File: src/rtl/axis_user_check.sv
// AXI-Stream pass-through with a 2-entry skid buffer that strips s_tuser and
// checks it as a modulo beat counter, keeping sticky/saturating error statistics.
module axis_user_check #(
    parameter int DATA_WIDTH  = 8,
    parameter int USER_WIDTH  = 8,
    parameter int ERROR_WIDTH = 16
) (
    input  logic                   clock,
    (* X_INTERFACE_PARAMETER = "POLARITY ACTIVE_HIGH" *)
    input  logic                   reset,
    input  logic [DATA_WIDTH-1:0]  s_tdata,
    input  logic [USER_WIDTH-1:0]  s_tuser,
    input  logic                   s_tvalid,
    output logic                   s_tready,
    output logic [DATA_WIDTH-1:0]  m_tdata,
    output logic                   m_tvalid,
    input  logic                   m_tready,
    input  logic                   clear,
    output logic                   locked,
    output logic                   error_flag,
    output logic [ERROR_WIDTH-1:0] error_count
);

    logic [1:0]             r_count;
    logic                   r_s_tready;
    logic                   r_m_tvalid;
    logic [DATA_WIDTH-1:0]  r_data0;
    logic [DATA_WIDTH-1:0]  r_data1;
    logic                   r_locked;
    logic [USER_WIDTH-1:0]  r_exp;
    logic                   r_err_flag;
    logic [ERROR_WIDTH-1:0] r_err_count;

    logic                   w_acc;
    logic                   w_xfer;
    logic [1:0]             w_count_nxt;
    logic                   w_err;

    assign w_acc       = s_tvalid && r_s_tready;
    assign w_xfer      = r_m_tvalid && m_tready;
    assign w_count_nxt = r_count + 2'(w_acc) - 2'(w_xfer);
    assign w_err       = w_acc && r_locked && (s_tuser != r_exp);

    // Handshake flags are derived from the next occupancy, so both stay
    // registered and m_tready never reaches s_tready combinationally.
    always_ff @(posedge clock) begin
        if (reset) begin
            r_count    <= 2'd0;
            r_s_tready <= 1'b0;
            r_m_tvalid <= 1'b0;
        end else begin
            r_count    <= w_count_nxt;
            r_s_tready <= (w_count_nxt != 2'd2);
            r_m_tvalid <= (w_count_nxt != 2'd0);
        end
    end

    // r_data0 is always the head; r_data1 only holds the skid entry.
    always_ff @(posedge clock) begin
        case (r_count)
            2'd0: begin
                if (w_acc) r_data0 <= s_tdata;
            end
            2'd1: begin
                if (w_acc && w_xfer) r_data0 <= s_tdata;
                else if (w_acc)      r_data1 <= s_tdata;
            end
            default: begin
                if (w_xfer) r_data0 <= r_data1;
            end
        endcase
    end

    always_ff @(posedge clock) begin
        if (reset) begin
            r_locked <= 1'b0;
            r_exp    <= '0;
        end else if (w_acc) begin
            r_locked <= 1'b1;
            // Lock, match and resync all land on the same next tag.
            r_exp    <= s_tuser + USER_WIDTH'(1);
        end
    end

    always_ff @(posedge clock) begin
        if (reset) begin
            r_err_flag  <= 1'b0;
            r_err_count <= '0;
        end else if (clear) begin
            r_err_flag  <= w_err;
            r_err_count <= ERROR_WIDTH'(w_err);
        end else if (w_err) begin
            r_err_flag <= 1'b1;
            if (!(&r_err_count)) r_err_count <= r_err_count + ERROR_WIDTH'(1);
        end
    end

    assign s_tready    = r_s_tready;
    assign m_tvalid    = r_m_tvalid;
    assign m_tdata     = r_data0;
    assign locked      = r_locked;
    assign error_flag  = r_err_flag;
    assign error_count = r_err_count;

endmodule

File: config.mk
export PLATFORM = sky130hd
export DESIGN_NAME = axis_user_check
export DESIGN_NICKNAME = d
export VERILOG_FILES = /design/src/rtl/axis_user_check.sv
export SDC_FILE = /design/constraint.sdc
export NUM_CORES = 1
export LEC_CHECK = 0
export CELL_PAD_IN_SITES_DETAIL_PLACEMENT = 1
export CELL_PAD_IN_SITES_GLOBAL_PLACEMENT = 1
export CORE_MARGIN = 2
export CORE_UTILIZATION = 40
export DETAILED_ROUTE_END_ITERATION = 8
export PLACE_DENSITY_LB_ADDON = 0.1
export SLEW_MARGIN = 20
export SYNTH_ARGS = -nofsm -noshare
export SYNTH_HDL_FRONTEND = slang
export SYNTH_SLANG_ARGS = --single-unit
File: constraint.sdc
create_clock -name clock -period 3.65 [get_ports clock]
set_input_delay 0.73 -clock clock [delete_from_list [all_inputs] [get_ports clock]]
set_output_delay 0.73 -clock clock [all_outputs]
set_load 0.02 [all_outputs]
; Word-level counts from Yosys, hierarchy flattened
; Index checks and enable logic that the tools add are counted.
[word_totals]
wordCells = 46
out_inout_bits = 28
reg_bits = 46
[op_classes]
n_addsub = 4
bitwise_logic = 2
n_reduce_logical = 15
muxes = 9
n_eq_ne = 6
[ops]
columns = cell, n
row1 = two-way mux 8 bit, 3
row2 = "adder 16 x 1 -> 16 bit, second input constant", 1
row3 = case mux 8 bit (2 select lines), 1
row4 = AND reduction 16 bit, 1
row5 = "adder 8 x 1 -> 8 bit, second input constant", 1
row6 = "!= test 2 bit, second input constant", 4
row7 = != test 8 bit, 1
row8 = AND reduction 3 bit, 2
row9 = logical AND 1 bit, 5
row10 = two-way mux 1 bit, 5
row11 = AND reduction 2 bit, 2
row12 = nonzero test 2 bit, 2
row13 = nonzero test 3 bit, 1
row14 = adder 2 x 1 -> 2 bit, 1
row15 = "equality test 2 x 1 -> 1 bit, second input constant", 1
row16 = logical NOT 2 bit, 1
row17 = NOT 1 bit, 2
row18 = OR reduction 2 bit, 1
row19 = subtractor 2 x 1 -> 2 bit, 1

; Depth between registers and ports, before layout
; Gate-level depths: netlist of the first run.
[depth]
word_depth = 5
ltp_mapped = 9

; Least setup slack after synthesis of the first run
; OpenSTA, ideal clock, no wires.
[synth_timing]
path_kind = in2reg
start = in s_tvalid
end = reg r_data0[0], in the netlist m_tdata[0] (enable)
path_slack_ns = 1.288
path_stages = 6
required_time_ns = 3.275
arrival_ns = 1.987
path_buffers = 1
setup_ns = 0.375
cell_sequence = nand2_1 > clkinv_1 > buf_1 > ha_1 > a211oi_1 > a21oi_1
[synth_between]
elab_chain_len = 4
elab_cells_between_ends = 5
cone_classes = eq/ne (2) / reduce/logical (3)
[synth_rtl]
columns = item, line
row1 = from (decl), 13  ; input logic s_tvalid,
row2 = logical AND 1 bit *, 39  ; assign w_acc = s_tvalid && r_s_tready;
row3 = net w_acc, 34  ; logic w_acc;
row4 = logical AND 1 bit, 65  ; if (w_acc && w_xfer) r_data0 <= s_tdata;
row5 = != test 2 bit (no line), --
row6 = AND reduction 3 bit (no line) *, --
row7 = to (signal assigned), 62  ; if (w_acc) r_data0 <= s_tdata;
row8 = to (signal assigned), 65
row9 = to (signal assigned), 69  ; if (w_xfer) r_data0 <= r_data1;
row10 = to (decl), 27  ; logic [DATA_WIDTH-1:0] r_data0;
; Mark *: on every way through the listed nets, which the timed path passes. The rest lies on a longest branch.
; A chain may end at the register's enable or synchronous reset.

; Worst setup path in the final report of the first run
[layout_timing]
start = in s_tuser[4]
end = reg r_err_count[8], in the netlist error_count[8]
[layout_between]
elab_chain_len = 3
[layout_rtl]
columns = item, line
row1 = from (decl), 12  ; input logic [USER_WIDTH-1:0] s_tuser,
row2 = != test 8 bit, 42  ; assign w_err = w_acc && r_locked && (s_tuser != r_exp);
row3 = logical AND 1 bit, 42
row4 = AND reduction 2 bit (no line), --
row5 = to (signal assigned), 91  ; r_err_count <= ERROR_WIDTH'(w_err);
row6 = to (signal assigned), 94  ; if (!(&r_err_count)) r_err_count <= r_err_count + ERROR_WIDTH'(1);
row7 = to (decl), 32  ; logic [ERROR_WIDTH-1:0] r_err_count;
; Every way passes these cells.

==> results of run 1 <==
-- critical path: stages --
cell and delay (ps):
clkdlybuf4s50_1 490, xor2_1 180, nor4_1 360, a21o_1 600, nor4_1 160, mux2i_1 150
-- worst max-delay path by stage --
stage	startpoint	end	slack [ps]
floorplan	s_tvalid	m_tdata[0]	1290
global placement	s_tuser[4]	error_count[8]	890
detailed placement	s_tuser[4]	error_count[8]	810
CTS	s_tuser[4]	error_count[8]	1140
global route	s_tuser[4]	error_count[6]	1000
finish	s_tuser[4]	error_count[8]	1140
-- stage by stage --
| stage | power [mW] | setup slack, ps | area, µm² | hold WS (ps) | utilization [%] |
|---|---|---|---|---|---|
| 2_1_floorplan | 0.952 | 1290 | 2200 | 448 | - |
| 3_5_place_dp | 1.13 | 814 | 2730 | 466 | 52.5 |
| 5_1_grt | 1.50 | 1000 | 2820 | 526 | 54.2 |
| 4_1_cts | 1.43 | 1140 | 2820 | 480 | 54.2 |
| 3_3_place_gp | 1.11 | 890 | 2730 | 462 | 52.5 |
| 6_report | 1.41 | 1140 | 2820 | 475 | 54.2 |
-- logic make-up after synthesis --
kind of cell / Yosys count
buffers and inverters: 15
adder cells (fa/ha/maj): 6
AO/OA/AOI/OAI: 44
XOR/XNOR: 16
flip-flops: 46
AND/OR/NAND/NOR: 84
multiplexers: 10
-- registers in the layout, indices dropped and copies added (netlist names) --
register	flops
m_tdata	8
locked	1
s_tready	1
error_flag	1
error_count	16
m_tvalid	1
r_data1	8
r_exp	8
r_count	2
-- final cells by class --
cell class	instances	area, µm²	share of cell area, %
clock inverter	3	16.3	0.577
sequential	46	1080	38.3
clock buffer	5	68.8	2.44
tap	70	87.6	3.11
multi-input combinational	160	1050	37.2
inverter	6	22.5	0.799
timing repair buffer	50	495	17.6
-- report_power, final --
group	switching, mW	internal, mW	leakage [nW]
combinational	0.215	0.200	0.547
clock	0.170	0.131	0.0416
sequential	0.0558	0.640	0.392
total	0.441	0.971	0.980
-- cells in the final DEF (no fill, tap or decap), drive strengths merged, types with 3 or more instances in the layout --
master and count:
clkdlybuf4s50 48, dfxtp 30, nand2 21, nor2 21, edfxtp 16, a21oi 15
nand3 12, xor2 11, a211oi 9, mux2 8, or4 8, o31ai 6
ha 6, nor4 6, o21ai 6, inv 5, and3 5, xnor2 5
clkbuf 5, nand4 3, clkinv 3
-- per-layer routing --
metal / vias to the layer above / wire length, µm / track usage, %
li1: 906 / - / -
met1: 873 / 2500 / 24.5
met2: 38 / 2410 / 29.1
met3: 5 / 161 / 2.53
met4: 0 / 70 / 5.79
met5: - / 0 / 0
==> results_dict.tcl, run 1 <==
set metrics [dict create \
    grtUsageTotal_pct 17.8 \
    fill_cells 592 \
    yosys-top-cells-count "30 x dfxtp_1, 21 x nand2_1, 20 x nor2_1" \
    status "finished clean" \
    rows 26 \
    grt_max_degree 23 \
    start_util_pct 42.2 \
    syn2layout_area_growth_pct 28.4 \
    drtPass1Iterations 4 \
    maxSlewViolCount 0 \
    rrSetupSlack_ps 1480 \
    routed_wl_um 5150 \
    worstSkewPairLatency_ps 290 \
    ys_types 40 \
    post-route-period-util_pct 68.7 \
    coreArea_um2 5200 \
    hold_violations 0 \
    yosysMostFrequentCell "dfxtp_1" \
    synth_edf_count 16 \
    crit_path_max_fanout 22 \
    final.setup_skew_ps 7.69 \
    die_area_um2 6100 \
    synth_top_area_share_pct 27.4 \
    cts-resized-gates 0 \
    cts_buffers 5 \
    die_w_um 78.1 \
    port_buffers 48 \
    gp_congestion 0.769 \
    hold_depth 2 \
    yosys-top-cells-area "dfxtp_1 27%, edfxtp_1 22%, xor2_1 4.4%, mux2_2 4.1%, nand2_1 3.6%" \
    period_needed_ps 2510 \
    reg2reg_depth 6 \
    fin_cells 340 \
    cts_tree "built" \
    cp.required_ps 3820 \
    ys_seq_elements 46 \
    tns_ps 0 \
    grt.overflow.total 0 \
    setup_violations 0 \
    synth.avg_cell_area_um2 9.94 \
    tightest_slew_ps 847 \
    antenna_found_initial 0 \
    cap_violations 0 \
    final_antenna_net_count 0 \
    synth_compound_area_share_pct 12.9 \
    pin_count 49 \
    synth_ff_type "dfxtp_1" \
    syn_nets 248 \
    critPathKind "in2reg" \
    h-tree-depth 2 \
    drcViolationCount 0 \
    nNetsFinal 296 \
    root_buffer "clkbuf_8" \
    cts_setup_buffers 0 \
    cp.arrival_ps 2680 \
    muxShareOfSynthArea_pct 5.01 \
    start_kind "input port" \
    wire_per_inst_um 15.1 \
    cts_sinks 46 \
    die_y_um 78.1 \
    ir_drop_v 0.000213 \
    drt_iter0_drc 91 \
    yosys.area_share.adder_pct 3.42 \
    synth_area_leader_cell "dfxtp_1" \
    yosysSeqAreaShare_pct 49.2 \
    power.density_nw_per_um2 501 \
    drive_gt1_share_pct 8.52 \
    synth_area_um2 2200 \
    path_clk_slew_ps 90 \
    leakagePower_nw 0.980 \
    clk_path_buf_depth 2 \
    syn_inst 221 \
    grt_pass1_wl_um 8800 \
    via_per_inst 5.36 \
    cts-hold-fix-buffers 0 \
    yosysWarnings 0 \
    async_flop_share_pct 0 \
    max_freq_mhz 399 \
    place_inst 332 \
    synth_top_family_by_area "simple AND/OR/NAND/NOR gates" \
    synthXorXnorAreaFrac_pct 6.38 \
    hold_end "r_exp[1]" \
    synth_simple_gate_area_share_pct 19.9 \
    antenna_cells 0 \
    relSlewSlack_pct 43.5 \
    dp_hpwl_um 3810 \
    grt_pass1_vias 1836 \
    endpoint_kind "flop" \
    rsz0062_at_grt "false" \
    hold_path.class "reg2reg" \
    dr_total_vias 1822 \
    min_from "r_exp[1]" \
    crit-reg2reg-launch "error_count[0]" \
    r2r_end "error_count[13]" \
]
Power figures use the tool's default switching activity.
==> run 2: changes to the inputs <==
Settings changed: CORE_UTILIZATION 40 to 34.
Clock period 3.65 ns to 2 ns, I/O delays scaled along.
==> run 2 against run 1 <==
  * Final area rose by 14%
  * Via count rose by 8.5%
  * Die area rose by 17%
  * Critical endpoint is now error_count[7]
  * Routed wire length rose by 14%
  * Sequential power rose by 84%
  * Highest routed layer unchanged
  * Sequential cell count did not move
  * Register-to-register slack got worse by 1300 ps
  * Clock power rose by 94%
  * Global-route usage fell by 1.1 points
  * Critical path type unchanged
  * Largest cell class is now multi-input gates
  * Final cell count rose by 13%
  * Clock skew fell by 2.8 ps
  * Worst hold slack improved by 0.92 ps
==> results_dict.tcl, run 2 (synthesized netlist as in run 1, its figures left out) <==
set metrics [dict create \
    hold_path.class "reg2reg" \
    coreArea_um2 6310 \
    crit_path_max_fanout 22 \
    reg2reg_depth 5 \
    hold_violations 0 \
    routed_wl_um 5870 \
    cp_top_family "buffers and inverters" \
    rows 29 \
    start_kind "input port" \
    die_w_um 84.4 \
    largest_reg_flops 16 \
    critPathKind "in2reg" \
    ir_drop_v 0.000582 \
    tns_ps 0 \
    grt_max_degree 23 \
    cp.arrival_ps 2230 \
    nNetsFinal 332 \
    die_area_um2 7120 \
    relSlewSlack_pct 56.0 \
    cts_tree "built" \
    gp_congestion 0.800 \
    drtPass1Iterations 4 \
    place_ws_ps -327 \
    syn2layout_area_growth_pct 46.2 \
    start_util_pct 34.8 \
    max_freq_mhz 503 \
    cts_sinks 46 \
    layout_common_cells "45 x clkdlybuf4s50_1, 36 x buf_4, 30 x dfxtp_1" \
    crit-reg2reg-launch "error_count[9]" \
    antenna_found_initial 0 \
    grtUsageTotal_pct 16.8 \
    cp.required_ps 2240 \
    dr_total_vias 1977 \
    pin_count 49 \
    cap_violations 0 \
    drt_iter0_drc 64 \
    period_needed_ps 1990 \
    drcViolationCount 0 \
    slowest_stage "clkdlybuf4s50_1" \
    power.density_nw_per_um2 899 \
    worst-path-stages 7 \
    place_inst 372 \
    cts_buffers 5 \
    maxSlewViolCount 0 \
    status "finished clean" \
    h-tree-depth 2 \
    setup_violations 0 \
    root_buffer "clkbuf_8" \
    leakagePower_nw 1.21 \
    path_clk_slew_ps 90 \
    fill_cells 735 \
    final.setup_skew_ps 4.93 \
    endpoint_kind "flop" \
    wire_per_inst_um 15.3 \
    die_y_um 84.4 \
    grt_pass1_wl_um 9740 \
    worstSkewPairLatency_ps 300 \
    grt_pass1_vias 1976 \
    power_mw 2.89 \
    clk_path_buf_depth 2 \
    r2r_end "error_count[15]" \
    port_buffers 48 \
    hold_depth 2 \
    tightest_slew_ps 658 \
    crit_chain "clkdlybuf4s50_1, xor2_2, nor4_2, a21o_1, buf_12, or4_1, a21oi_1" \
    fin_cells 383 \
    via_per_inst 5.16 \
    dp_hpwl_um 4240 \
    rrSetupSlack_ps 170 \
    final_common_cell "clkdlybuf4s50_1" \
    grt.overflow.total 0 \
    crit_buf_inv 2 \
    antenna_cells 0 \
    hold_end "error_flag" \
    setup_slack_ps 10.6 \
    critical-path-max-stage-delay_ps 560 \
    min_from "error_flag" \
    final_antenna_net_count 0 \
    drive_gt1_share_pct 23.9 \
    post-route-period-util_pct 99.5 \
]
run 2: worst max path at each step:
stage                           from        endpoint  slack [ps]
final                     s_tuser[2]  error_count[7]          10
after global routing      s_tuser[2]  error_count[7]         -70
after CTS                   m_tready        m_tvalid         0.2
after detailed placement    s_tvalid        m_tvalid        -330
after global placement      s_tvalid        m_tvalid        -250
after floorplan             s_tready      r_data1[0]           7
run 2: worst register-to-register path, cell delays in order, from the launching register on:
cell	delay, ps
dfxtp_1	400
nand4_1	260
nor4_1	490
nand3_1	150
or3_1	320
a21oi_1	140
run 2: what timing repair did:
item,CTS,global route
gates cloned,0,0
setup endpoints to repair,1,9
buffers inserted,2,1
pin swaps,5,5
resized for setup,5,12
hold buffers,0,0
hold endpoints to repair,0,0
run 2: routing by layer:
layer / up-vias / track usage (%) / routed length, µm
met5: - / 0 / 0
met4: 0 / 3.46 / 37
met3: 5 / 3.44 / 258
met2: 48 / 27.1 / 2810
met1: 950 / 23.4 / 2770
li1: 974 / - / -
run 2: per-stage QoR:
stage / util [%] / hold slack (ps) / area [µm²]
finish: 50.9 / 476 / 3210
global route: 50.9 / 521 / 3210
CTS: 49.7 / 480 / 3140
detailed placement: 47.8 / 467 / 3020
global placement: 47.8 / 462 / 3020
floorplan: - / 448 / 2200
run 2: final cells by class:
cell class                 count  area, µm²  share of cell area, %
multi-input combinational    160       1130                   35.1
sequential                    46       1080                   33.7
timing repair buffer          86        795                   24.7
tap                           77       96.3                   3.00
clock buffer                   5       68.8                   2.14
inverter                       6       22.5                  0.701
clock inverter                 3       21.3                  0.663
run 2: where the power goes:
| group | total, mW | internal [mW] | leakage (nW) | switching [mW] |
|---|---|---|---|---|
| combinational | 1.02 | 0.551 | 0.777 | 0.470 |
| clock | 0.583 | 0.246 | 0.0441 | 0.337 |
| sequential | 1.28 | 1.17 | 0.392 | 0.115 |
==> run 3: changes to the inputs <==
Settings changed: CORE_ASPECT_RATIO set to 0.5.
==> run 3 against run 2 <==
  * Clock skew increased by 1.6 ps
  * Die area up 0.54%
  * Non-clock buffer count decreased by 3
  * Critical endpoint is now m_tvalid
  * Final area is 1.6% higher
==> results_dict.tcl, run 3 (synthesized netlist as in run 1, its figures left out) <==
set metrics [dict create \
    status "finished clean" \
    nNetsFinal 329 \
    finalInstanceArea_um2 3260 \
    max_freq_mhz 510 \
    post-route-period-util_pct 98.1 \
    cts_buffers 5 \
    maxSlewViolCount 0 \
    pin_count 49 \
    worstSkewPairLatency_ps 290 \
    coreArea_um2 6160 \
    h-tree-depth 2 \
    syn2layout_area_growth_pct 48.5 \
    cap_violations 0 \
    antenna_cells 0 \
    grt.overflow.total 0 \
    die_area_um2 7160 \
    leakagePower_nw 1.23 \
    antenna_found_initial 0 \
    cts-hold-fix-buffers 0 \
    crit_chain "clkdlybuf4s50_1, nand2_2, inv_2, ha_4, inv_1, ha_1, xor2_1, xnor2_1, nor2_1, or2_2" \
    gp_congestion 0.758 \
    ir_drop_v 0.000308 \
    place_ws_ps -352 \
    drtPass1Iterations 4 \
    start_kind "input port" \
    final.setup_skew_ps 6.50 \
    grtUsageTotal_pct 18.4 \
    rsz0062_at_grt "true" \
    dp_hpwl_um 4150 \
    period_needed_ps 1960 \
    drive_gt1_share_pct 22.1 \
    grt_pass1_wl_um 10300 \
    cp.required_ps 2180 \
    die_w_um 118 \
    port_buffers 48 \
    slowest_stage "clkdlybuf4s50_1" \
    drt_iter0_drc 80 \
    cts_sinks 46 \
    endpoint_kind "flop" \
    critical-path-max-stage-delay_ps 420 \
    hold_violations 0 \
    hold_path.class "reg2reg" \
    final_common_cell "clkdlybuf4s50_1" \
    critPathKind "in2reg" \
    cp.arrival_ps 2140 \
    layout_common_cells "39 x clkdlybuf4s50_1, 32 x buf_4, 30 x dfxtp_1" \
    setup_violations 0 \
    largest_reg_flops 16 \
    dr_total_vias 1970 \
    clk_path_buf_depth 2 \
    setup_slack_ps 37.7 \
    final_antenna_net_count 0 \
    routed_wl_um 6020 \
    drcViolationCount 0 \
    wire_per_inst_um 15.4 \
    power_mw 3.13 \
    grt_max_degree 17 \
    cts_tree "built" \
    via_per_inst 5.04 \
    grt_pass1_vias 2102 \
    crit_path_max_fanout 2 \
    tightest_slew_ps 704 \
    relSlewSlack_pct 53.1 \
    path_clk_slew_ps 60 \
    root_buffer "clkbuf_16" \
    rows 20 \
    placed_cell_area_um2 2980 \
    start_util_pct 35.7 \
    power.density_nw_per_um2 961 \
    die_y_um 60.8 \
]
## run 3: cell types whose count changed in the layout (fill, tap and decap cells not counted), moves of 2 or more
cell             delta
buf_4               -4
clkbuf_16           +5
clkbuf_8            -5
clkdlybuf4s50_1     -6
dlygate4sd2_1       +7
nor4_2              +2
xor2_1              +4
xor2_2              -4
## run 3: layout make-up
| type | count | area (µm²) |
|---|---|---|
| Fill cell | 707 | 2900 |
| Multi-Input combinational cell | 160 | 1090 |
| Sequential cell | 46 | 1080 |
| Timing Repair Buffer | 83 | 786 |
| Clock buffer | 5 | 125 |
| Tap cell | 88 | 110 |
| Clock inverter | 3 | 43.8 |
| Inverter | 6 | 22.5 |
## run 3: per-stage QoR
stage	cells	setup TNS [ps]	utilization [%]	hold slack [ps]
after global placement	377	-5700	48.3	458
after CTS	390	0	52.2	482
after floorplan	221	0	-	448
final	391	0	53.0	476
after detailed placement	377	-7030	48.3	472
after global routing	391	-36.3	53.0	517
## run 3: routing by layer
metal	up-vias	part of all wire (%)	GRT usage, %
li1	972	-	-
met1	952	46	22.2
met2	37	49	33.2
met3	9	4.3	5.45
met4	0	0.85	5.34
met5	-	0	0
## run 3: worst paths after layout
path / startpoint / end / slack, ps / cells after the start
max: m_tready / m_tvalid / 40 / 10
min: error_flag / error_flag / 480 / 2
max reg2reg: error_count[3] / error_count[8] / 170 / 6
min reg2reg: error_flag / error_flag / 480 / 2
## run 3: worst max-delay path, delay by kind of cell
family,cells,cell delay [ps]
xor gates and xnor gates,2,370
adders and majority gates,2,420
buffers and inverters,3,500
and+or+nand+nor,3,450
## run 3: timing repair
action | 4_1_cts | 5_1_grt
pin swaps | 14 | 4
setup buffers | 4 | 1
endpoints found under the setup margin | 6 | 10
resized for setup | 12 | 6
cloned | 1 | 0
endpoints found under the hold margin | 0 | 0
## run 3: report_power, final
group          switching [mW]  leakage, nW  internal, mW  total, mW
Clock                   0.373       0.0842         0.592      0.965
Sequential              0.108        0.392          1.17       1.28
Combinational           0.428        0.755         0.464      0.892
Total                   0.910         1.23          2.22       3.13
